<file path="config.mk">
export PLATFORM = sky130hd
export DESIGN_NAME = output_window_stats
export DESIGN_NICKNAME = d
export VERILOG_FILES = /design/src/rtl/output_window_stats.sv
export SDC_FILE = /design/constraint.sdc
export NUM_CORES = 1
export LEC_CHECK = 0
export CAP_MARGIN = 25
export CORE_MARGIN = 1
export CORE_UTILIZATION = 40
export CTS_CLUSTER_DIAMETER = 80
export CTS_CLUSTER_SIZE = 12
export DETAILED_ROUTE_END_ITERATION = 16
export HOLD_SLACK_MARGIN = 0.12
export SYNTH_ARGS = -nofsm -noshare
export SYNTH_HDL_FRONTEND = slang
export SYNTH_SLANG_ARGS = --single-unit
</file>
<file path="constraint.sdc">
create_clock -name clk -period 4.21 [get_ports clk]
set_clock_uncertainty 0.15 [all_clocks]
set_input_delay 0.6315 -clock clk [delete_from_list [all_inputs] [get_ports clk]]
set_output_delay 0.6315 -clock clk [all_outputs]
set_load 0.02 [all_outputs]
</file>
<file path="src/rtl/output_window_stats.sv">
// Windowed sum/min/max of a signed 16-bit sample stream.
// Ports: clk, reset (sync, active-high), clk_enable + data_in in,
//   out_ready in; out_valid, win_sum, win_min, win_max, overrun out.
module output_window_stats #(
  parameter int WINDOW_LEN = 16,
  parameter int LOG2_WIN   = 4
) (
  input  logic                  clk,
  input  logic                  reset,
  input  logic                  clk_enable,
  input  logic [15:0]           data_in,
  input  logic                  out_ready,
  output logic                  out_valid,
  output logic [16+LOG2_WIN-1:0] win_sum,
  output logic [15:0]           win_min,
  output logic [15:0]           win_max,
  output logic                  overrun
);

  localparam int SW = 16 + LOG2_WIN;
  localparam logic [LOG2_WIN-1:0] CNT_LAST =
    LOG2_WIN'(WINDOW_LEN - 1);

  typedef enum logic {EMPTY, FULL} state_t;

  state_t state;
  state_t state_nx;

  logic [LOG2_WIN-1:0]  cnt;
  logic signed [SW-1:0] acc_sum;
  logic signed [15:0]   acc_min;
  logic signed [15:0]   acc_max;

  logic signed [15:0]   sample;
  logic signed [SW-1:0] sample_x;
  logic signed [SW-1:0] sum_nx;
  logic signed [15:0]   min_nx;
  logic signed [15:0]   max_nx;

  logic first;
  logic done;
  logic load;
  logic ovr_set;

  assign sample   = data_in;
  assign sample_x = {{LOG2_WIN{data_in[15]}}, data_in};
  assign first    = (cnt == '0);
  assign done     = clk_enable && (cnt == CNT_LAST);

  // Accumulator values including the current sample; these are
  // what a completing window hands to the output register.
  always_comb begin
    sum_nx = acc_sum + sample_x;
    min_nx = acc_min;
    max_nx = acc_max;
    if (first) begin
      sum_nx = sample_x;
      min_nx = sample;
      max_nx = sample;
    end else begin
      if (sample < acc_min) min_nx = sample;
      if (sample > acc_max) max_nx = sample;
    end
  end

  always_ff @(posedge clk) begin
    if (reset) begin
      cnt     <= '0;
      acc_sum <= '0;
      acc_min <= '0;
      acc_max <= '0;
    end else if (clk_enable) begin
      cnt     <= done ? '0 : cnt + 1'b1;
      acc_sum <= sum_nx;
      acc_min <= min_nx;
      acc_max <= max_nx;
    end
  end

  // A completion while FULL is only accepted if the old result
  // leaves in the same cycle; otherwise the new window is lost.
  always_comb begin
    state_nx = state;
    load     = 1'b0;
    ovr_set  = 1'b0;
    unique case (state)
      EMPTY: begin
        if (done) begin
          load     = 1'b1;
          state_nx = FULL;
        end
      end
      FULL: begin
        if (done && out_ready) begin
          load = 1'b1;
        end else if (done) begin
          ovr_set = 1'b1;
        end else if (out_ready) begin
          state_nx = EMPTY;
        end
      end
      default: state_nx = EMPTY;
    endcase
  end

  always_ff @(posedge clk) begin
    if (reset) begin
      state   <= EMPTY;
      win_sum <= '0;
      win_min <= '0;
      win_max <= '0;
      overrun <= 1'b0;
    end else begin
      state <= state_nx;
      if (load) begin
        win_sum <= sum_nx;
        win_min <= min_nx;
        win_max <= max_nx;
      end
      if (ovr_set) overrun <= 1'b1;
    end
  end

  assign out_valid = (state == FULL);

endmodule
</file>
* Word level (Yosys, flattened, before mapping)
Cells that the tools add are included.
** Operators by class
- Add/subtract/negate cells :: 2
- Magnitude comparators :: 2
- Equality and inequality tests :: 1
- Multiplexer cells :: 15
- Bitwise logic cells :: 1
- Reduce and logical (&&, ||, !) cells :: 3
** Operators by type and width (count)
- 2-to-1 mux 16 bit :: 4
- adder 20 x 16 -> 20 bit :: 1
- 2-to-1 mux 20 bit :: 1
- greater-than comparator 16 bit :: 1
- less-than comparator 16 bit :: 1
- 2-to-1 mux 1 bit :: 7
- adder 4 x 1 -> 4 bit, second input constant :: 1
- equality test 4 bit, second input constant :: 1
- logical NOT 4 bit :: 1
- 2-to-1 mux 4 bit :: 1
- one-hot mux 1 bit (2 select lines) :: 2
- logical AND 1 bit :: 2
- NOT 1 bit :: 1
** Word-level totals
- Register bits after elaboration :: 110
- Bits of input ports :: 20

* Depth between registers and ports, before layout
Gate-level depths: netlist of the first run.
- Depth after elaboration :: 5
- Gate-level depth with buffers :: 11
- Depth with buffers taken out :: 10

* Worst setup path before layout of the first run
OpenSTA, ideal clock, no wires.
- Path kind :: input to register
- Start point :: input data_in[15]
- End point :: register acc_max[10]
- Data arrival time :: 2.647 ns
- Required time :: 3.932 ns
- Setup slack :: 1.285 ns
- Stages on the path :: 10
- Path through :: ha_1 > nand4_4 > or4_4 > nor2_4 > nor3b_1 > a221o_1 > buf_6 > buf_12 > mux2i_1 > nor2_1
** On the way
- Cells in the longest elaborated chain, start to end :: 3
** RTL lines
- start: declaration :: line 11 : input logic [15:0] data_in,
- greater-than comparator 16 bit :: line 62 : if (sample > acc_max) max_nx = sample;
- 2-to-1 mux 16 bit :: line 62
- 2-to-1 mux 16 bit :: line 56 : if (first) begin
- end signal: assignment :: line 76 : acc_max <= max_nx;
- end: declaration :: line 32 : logic signed [15:0] acc_max;
No other way between the ends.
A chain may end at the register's enable or synchronous reset.

* Worst setup path in the final report of the first run
- Start point :: input data_in[6]
- End point :: register win_min[4]
** On the way
- Cells in the longest elaborated chain, start to end :: 3
** RTL lines
- less-than comparator 16 bit :: line 61 : if (sample < acc_min) min_nx = sample;
- 2-to-1 mux 16 bit :: line 61
- 2-to-1 mux 16 bit :: line 56
- end signal: assignment :: line 117 : win_min <= min_nx;
- end: declaration :: line 15 : output logic [15:0] win_min,
No other way between the ends.

==> implementation parameters, run 1 <==
Parameter                              Value

Outcome
  Run status    complete, no violations

Finish
  Layout net count    900
  Multi-input gate area    3870 um^2
  Non-filler cells in the finished layout    1,048
  FF/Latch Area    2200 um^2
  Relative area change from synthesis to final layout    19.7%
  Number of diodes    0
  Total of fill cells in the finished design    1,552
  Fraction of layout cells with a size suffix above 1    0.0757

Worst setup path
  Depth of the worst register-to-register path    9
  Crit path kind    input pin to flip-flop
  Critical path, cell by cell    clkdlybuf4s50_1 > ha_1 > nand4_1 > o311a_1 > o311ai_2 > o21a_1 > buf_12 > nor3_1 > a2111oi_1
  Worst setup path startpoint    data_in[6]
  FF-to-FF setup slack    1270 ps
  Worst setup path endpoint    win_min[4]$_SDFFE_PP0P_
  Worst path slowest cell    clkdlybuf4s50_1
  Required arrival time at the worst endpoint    between 4000 and 5000 ps
  R2R Path Start    acc_min[7]$_SDFFE_PP0P_
  Slowest stage delay, CP    630 ps
  Largest fanout on the critical path    33
  Terminus of the critical flop-to-flop path    win_min[4]$_SDFFE_PP0P_
  Type of element capturing the critical path    flip-flop
  Data arrival time of the worst path    around 3600 ps
  Worst Setup Start Kind    input pin

Global routing
  Largest net degree at the start of global routing    roughly 90
  Wire length of the first global-routing pass    approximately 28,000 um
  Initial antenna violation count    0
  Congestion Overflow GR    0
  GRT Resource Usage Total    0.215
  Via count of the first global-routing pass    ~5,300

Synthesis
  Predominant post-synthesis flop cell    dfxtp_1
  Avg Inst Size Synth    8.40 um^2
  Sequential fraction of the synthesis area    0.340
  Most instantiated library cell after synthesis    nor2_1
  Post-synthesis cell type with the largest combined area    dfxtp_1
  Number of distinct library cells after synthesis    between 60 and 70
  Total of flip-flops plus latches after synthesis    between 100 and 150
  Synth top area share    0.340
  Proportion of synthesized flip-flops having asynchronous set or reset    0
  Combined area of all synthesized cells    ~6500 um^2
  Synth Instances    a little under 800
  Main area contributors after synthesis    dfxtp_1, ha_1, nor2_1, mux2i_1, a211oi_1
  Post-synth top cells    nor2_1, dfxtp_1, nand2_1
  Number of enable-type register cells in the synthesized netlist    0
  Synth warnings    0
  Net count after synthesis    around 850

STA
  Setup repair after global routing missed its margin    no
  Share of the cycle needed by the critical path after routing    0.833
  Min Hold Slack    roughly 310 ps
  Highest achievable clock rate    about 280 MHz
  Slew at the pin with the worst max-slew slack    ~630 ps
  Final hold vios    0
  Max-slew violation count    0
  Remaining max-slew budget at the tightest pin    0.580
  Final Critical Period    about 3500 ps
  Sum Neg Setup Slack    0 ps
  Setup-failing EPs final    0

Clocking
  Post-CTS Setup Repair Bufs    0
  Maximum buffer depth of the clock tree    2
  CTS root buf    clkbuf_16
  CTS tree    yes
  Clock transition time at the flip-flop clock pins of the worst setup and hold paths    roughly 80 ps
  Latest clock arrival within the worst-skew pair    ~360 ps
  Count of hold buffers inserted by post-cts repair    0
  Count of H-tree levels built during CTS    3
  CTS sink count    110
  Clock buffer count from CTS    9
  Post-cts resize count    0

Floorplan
  Cell row count    46
  DIE WIDTH    between 100 and 150 um
  Starting density of the core    0.408
  DIE HEIGHT    129 um
  CORE AREA    around 16,000 um^2
  Die area    16,700 um^2
  Count of boundary I/O pins    74

Power
  Leak    2.97 nW
  Total power divided by cell area    ~360 nW/um^2
  Largest voltage drop on the vdd net    around 180 uV

Placement
  Placed insts    between 1,000 and 1,500
  Post-detail-place hpwl    roughly 12,000 um
  Number of I/O port buffers    73
  Routability-driven placement congestion ratio    0.878

Worst hold path
  HP Class    flip-flop to flip-flop

Route
  Number of remaining DRC errors    0
  Pre-antenna DRT Iters    5
  Number of vias in the routed layout    approximately 5,700
  Drt total wl    about 17,000 um
  Remaining antenna violation count after routing    0
  Number of vias per cell after detailed routing    about 5.4
  Routed length per placed instance    about 16 um
  Initial DRC count    around 320

Job
  Number of max-cap violations    0
==> area by class of cell <==
type,instances,area share
Clock buffer,10,0.0308
Clock inverter,6,0.0119
Tap cell,216,0.0348
Multi-Input combinational cell,570,0.498
Timing Repair Buffer,96,0.121
Inverter,40,0.0193
Sequential cell,110,0.284
==> worst min-delay path by stage <==
stage                                     endpoint  depth (start not counted)                      from  slack, ps
after global routing      win_sum[18]$_SDFFE_PP0P_                          2  win_sum[18]$_SDFFE_PP0P_        340
after floorplan           acc_min[10]$_SDFFE_PP0P_                          2  acc_min[10]$_SDFFE_PP0P_        300
after CTS                 win_sum[18]$_SDFFE_PP0P_                          2  win_sum[18]$_SDFFE_PP0P_        320
after global placement    win_sum[15]$_SDFFE_PP0P_                          2  win_sum[15]$_SDFFE_PP0P_        300
final                     win_sum[18]$_SDFFE_PP0P_                          2  win_sum[18]$_SDFFE_PP0P_        310
after detailed placement  win_sum[18]$_SDFFE_PP0P_                          2  win_sum[18]$_SDFFE_PP0P_        310
==> sequential cells by signal, indices dropped and copies added (netlist names) <==
register   cells
acc_max       16
acc_min       16
acc_sum       20
cnt            4
out_valid      1
overrun        1
win_max       16
win_min       16
win_sum       20
==> critical path, delay by kind of cell <==
family	cells	cell delay, ps
AOI/OAI and AO/OA	4	1510
buffers and inverters	2	870
adders and majority gates	1	420
and+or+nand+nor	2	160
==> logic make-up (layout without fill, tap and decap cells) <==
| logic type | after synthesis | in the layout | share of synthesized area |
|---|---|---|---|
| compound gates | 182 | 182 | 0.205 |
| xor+xnor | 17 | 17 | 0.0230 |
| fa+ha+maj | 53 | 53 | 0.103 |
| buf+inv | 92 | 152 | 0.0652 |
| flops | 110 | 110 | 0.340 |
| mux | 47 | 47 | 0.0727 |
| simple gates | 271 | 271 | 0.191 |
==> per-stage QoR <==
stage          total power [mW]  area, um^2   util  setup slack [ps]
2_1_floorplan              1.65        6490      -              1290
4_1_cts                    2.78        7740  0.487               693
5_1_grt                    2.91        7760  0.489               476
6_report                   2.76        7760  0.489               701
3_3_place_gp               1.80        7400  0.466               415
3_5_place_dp               1.82        7400  0.466               298
==> power by group <==
part           internal, mW  total [mW]  switching [mW]
Combinational         0.276       0.681           0.405
Clock                 0.541       0.952           0.411
Sequential             1.09        1.13          0.0362
==> layout by cell type (no fill, tap or decap), types with 8 or more instances in the layout <==
master and count:
nand3_1 18, a2111oi_2 10, a31oi_1 8, a21o_1 8, o21ai_0 10, clkdlybuf4s50_1 71, inv_1 40, nand4_1 11
a211oi_1 47, nor3_1 28, ha_1 52, buf_4 21, a21oi_1 51, clkbuf_16 9, nor2_1 127, dfxtp_1 110
mux2i_1 46, xnor2_1 11, nand2_1 55
==> routing by layer <==
| layer | share of wire | wire length (um) | global-route usage | vias up |
|---|---|---|---|---|
| met5 | 0 | 0 | 0 | - |
| met4 | 0.014 | 247 | 0.0713 | 0 |
| met3 | 0.039 | 664 | 0.0285 | 17 |
| met2 | 0.46 | 7960 | 0.358 | 127 |
| met1 | 0.48 | 8310 | 0.285 | 2651 |
| li1 | - | - | - | 2881 |
(Power assumes the default switching activity.)
==> run 2: changes to the inputs <==
- clock period: 4.21 -> 3.66 ns (I/O delays scaled with it)
==> implementation parameters, run 2 (synthesis gave the netlist of run 1 again) <==
Parameter                              Value

Floorplan
  Cell row count    46 (unchanged)
  DIE WIDTH    129 um (unchanged)
  Count of boundary I/O pins    74 (unchanged)
  CORE AREA    15,900 um^2 (unchanged)
  Starting density of the core    0.408 (unchanged)
  Die area    16,700 um^2 (unchanged)
  DIE HEIGHT    129 um (unchanged)

STA
  Share of the cycle needed by the critical path after routing    0.913
  Setup-failing EPs final    0 (unchanged)
  Max-slew violation count    0 (unchanged)
  Final Critical Period    approximately 3300 ps
  Highest achievable clock rate    around 300 MHz
  Slew at the pin with the worst max-slew slack    594 ps (was 628 ps)
  Setup repair after global routing missed its margin    no (unchanged)
  Min Hold Slack    309 ps (was 313 ps)
  Final hold vios    0 (unchanged)
  Remaining max-slew budget at the tightest pin    0.603 (was 0.580)

Route
  Initial DRC count    269 (was 321)
  Drt total wl    17,600 um (was 17,200 um)
  Remaining antenna violation count after routing    0 (unchanged)
  Pre-antenna DRT Iters    4 (was 5)
  Number of vias per cell after detailed routing    5.37 (was 5.42)
  Number of vias in the routed layout    5,735 (was 5,676)
  Routed length per placed instance    16.4 um (about the same)
  Number of remaining DRC errors    0 (unchanged)

Global routing
  Largest net degree at the start of global routing    65 (was 92)
  Initial antenna violation count    0 (unchanged)
  Via count of the first global-routing pass    5,494 (was 5,305)
  GRT Resource Usage Total    0.220 (was 0.215)
  Congestion Overflow GR    0 (unchanged)
  Wire length of the first global-routing pass    28,500 um (was 27,700 um)

Clocking
  CTS root buf    clkbuf_16 (unchanged)
  CTS tree    yes (unchanged)
  Clock transition time at the flip-flop clock pins of the worst setup and hold paths    70 ps (was 80 ps)
  Clock buffer count from CTS    9 (unchanged)
  Post-cts resize count    0 (unchanged)
  Count of hold buffers inserted by post-cts repair    0 (unchanged)
  Latest clock arrival within the worst-skew pair    360 ps (about the same)
  Post-CTS Setup Repair Bufs    0 (unchanged)
  Maximum buffer depth of the clock tree    2 (unchanged)
  Count of H-tree levels built during CTS    3 (unchanged)
  CTS sink count    110 (unchanged)

Placement
  Number of I/O port buffers    73 (unchanged)
  Routability-driven placement congestion ratio    0.853 (was 0.878)
  Post-detail-place hpwl    13,300 um (was 12,500 um)

Power
  PnR Total Power    3.14 mW (was 2.76 mW)
  Total power divided by cell area    398 nW/um^2 (was 355 nW/um^2)
  Largest voltage drop on the vdd net    212 uV (was 182 uV)
  Leak    3.06 nW (was 2.97 nW)

Worst hold path
  Worst hold path depth    2 (unchanged)
  HP Class    flip-flop to flip-flop (unchanged)

Finish
  Fraction of layout cells with a size suffix above 1    0.0974 (was 0.0757)
  Post-Route Utilization    0.497 (was 0.489)
  Total of fill cells in the finished design    1,543 (was 1,552)
  Leading registers by flop count    acc_sum x20, win_sum x20 (unchanged)
  Number of diodes    0 (unchanged)
  Commonest non-fill, non-tap cells in the layout    nor2_1, dfxtp_1, clkdlybuf4s50_1 (unchanged)
  Leading cell type in the layout, fill and taps excluded    nor2_1 (unchanged)
  FF/Latch Area    2200 um^2 (unchanged)
  Layout net count    920 (was 900)
  Multi-input gate area    3870 um^2 (unchanged)
  Relative area change from synthesis to final layout    21.7% (was 19.7%)

Worst setup path
  Delay-heaviest family, CP    buffers and inverters (was compound AO/OA/AOI/OAI gates)
  Slowest stage delay, CP    800 ps (was 630 ps)
  CP Buf/Inv Count    3 (was 2)
  Crit path kind    input pin to flip-flop (unchanged)
  Critical path, cell by cell    clkdlybuf4s50_1 > inv_1 > fa_1 > nor2b_1 > o2111ai_1 > a21oi_1 > nor2_1 > o31ai_1 > buf_4 > nor4b_1 > a211o_1 (was clkdlybuf4s50_1 > ha_1 > nand4_1 > o311a_1 > o311ai_2 > o21a_1 > buf_12 > nor3_1 > a2111oi_1)
  Worst Setup Start Kind    input pin (unchanged)
  Data arrival time of the worst path    3450 ps (was 3610 ps)
  Critical path depth    11 (was 9)
  Worst path slowest cell    clkdlybuf4s50_1 (unchanged)
  Largest fanout on the critical path    9 (was 33)
  Required arrival time at the worst endpoint    3760 ps (was 4310 ps)
  Depth of the worst register-to-register path    9 (unchanged)
  Type of element capturing the critical path    flip-flop (unchanged)

Outcome
  Run status    complete, no violations (unchanged)

Job
  Number of max-cap violations    0 (unchanged)
==> run 2: tightest hold or removal path, cell delays in order (launching register included) <==
cell and delay, ps:
dfxtp_1 310, nand2_1 50, a21oi_1 50
==> run 2: report_power, final <==
group	internal, mW	switching (mW)
clock network	0.542	0.487
logic	0.343	0.469
registers	1.25	0.0443
==> run 2: area by class of cell <==
cell class | count | share of cell area
Timing Repair Buffer | 116 | 0.139
Sequential cell | 110 | 0.279
Multi-Input combinational cell | 570 | 0.490
Clock inverter | 7 | 0.0103
Inverter | 40 | 0.0190
Tap cell | 216 | 0.0342
Clock buffer | 9 | 0.0285
==> run 2: final timing paths <==
path                                               start                       end  slack (ps)
worst max-delay path                          data_in[1]  win_sum[14]$_SDFFE_PP0P_         320
worst max register to register   acc_min[7]$_SDFFE_PP0P_   win_min[2]$_SDFFE_PP0P_         850
worst min-delay path            win_sum[18]$_SDFFE_PP0P_  win_sum[18]$_SDFFE_PP0P_         310
worst min register to register  win_sum[18]$_SDFFE_PP0P_  win_sum[18]$_SDFFE_PP0P_         310
==> run 2: routing by layer <==
metal / GRT usage / up-vias / wire length [um]
met5: 0 / - / 0
met3: 0.0363 / 12 / 1040
met1: 0.304 / 2660 / 8430
met4: 0.0706 / 0 / 242
met2: 0.349 / 145 / 7840
li1: - / 2918 / -
==> run 2: per-stage QoR <==
stage	cell area (um^2)	cells	setup slack (ps)	setup TNS [ps]
floorplan	6490	772	818	0
global placement	7590	1052	-4.76	-4.76
detailed placement	7590	1052	-36.8	-67.0
CTS	7890	1068	324	0
global route	7890	1068	137	0
finish	7890	1068	318	0
==> run 3: changes to the inputs <==
- CTS_CLUSTER_DIAMETER: 80 -> default
==> results of run 3 <==
Same layout as run 2: the final DEF is identical, and so are final timing and power.
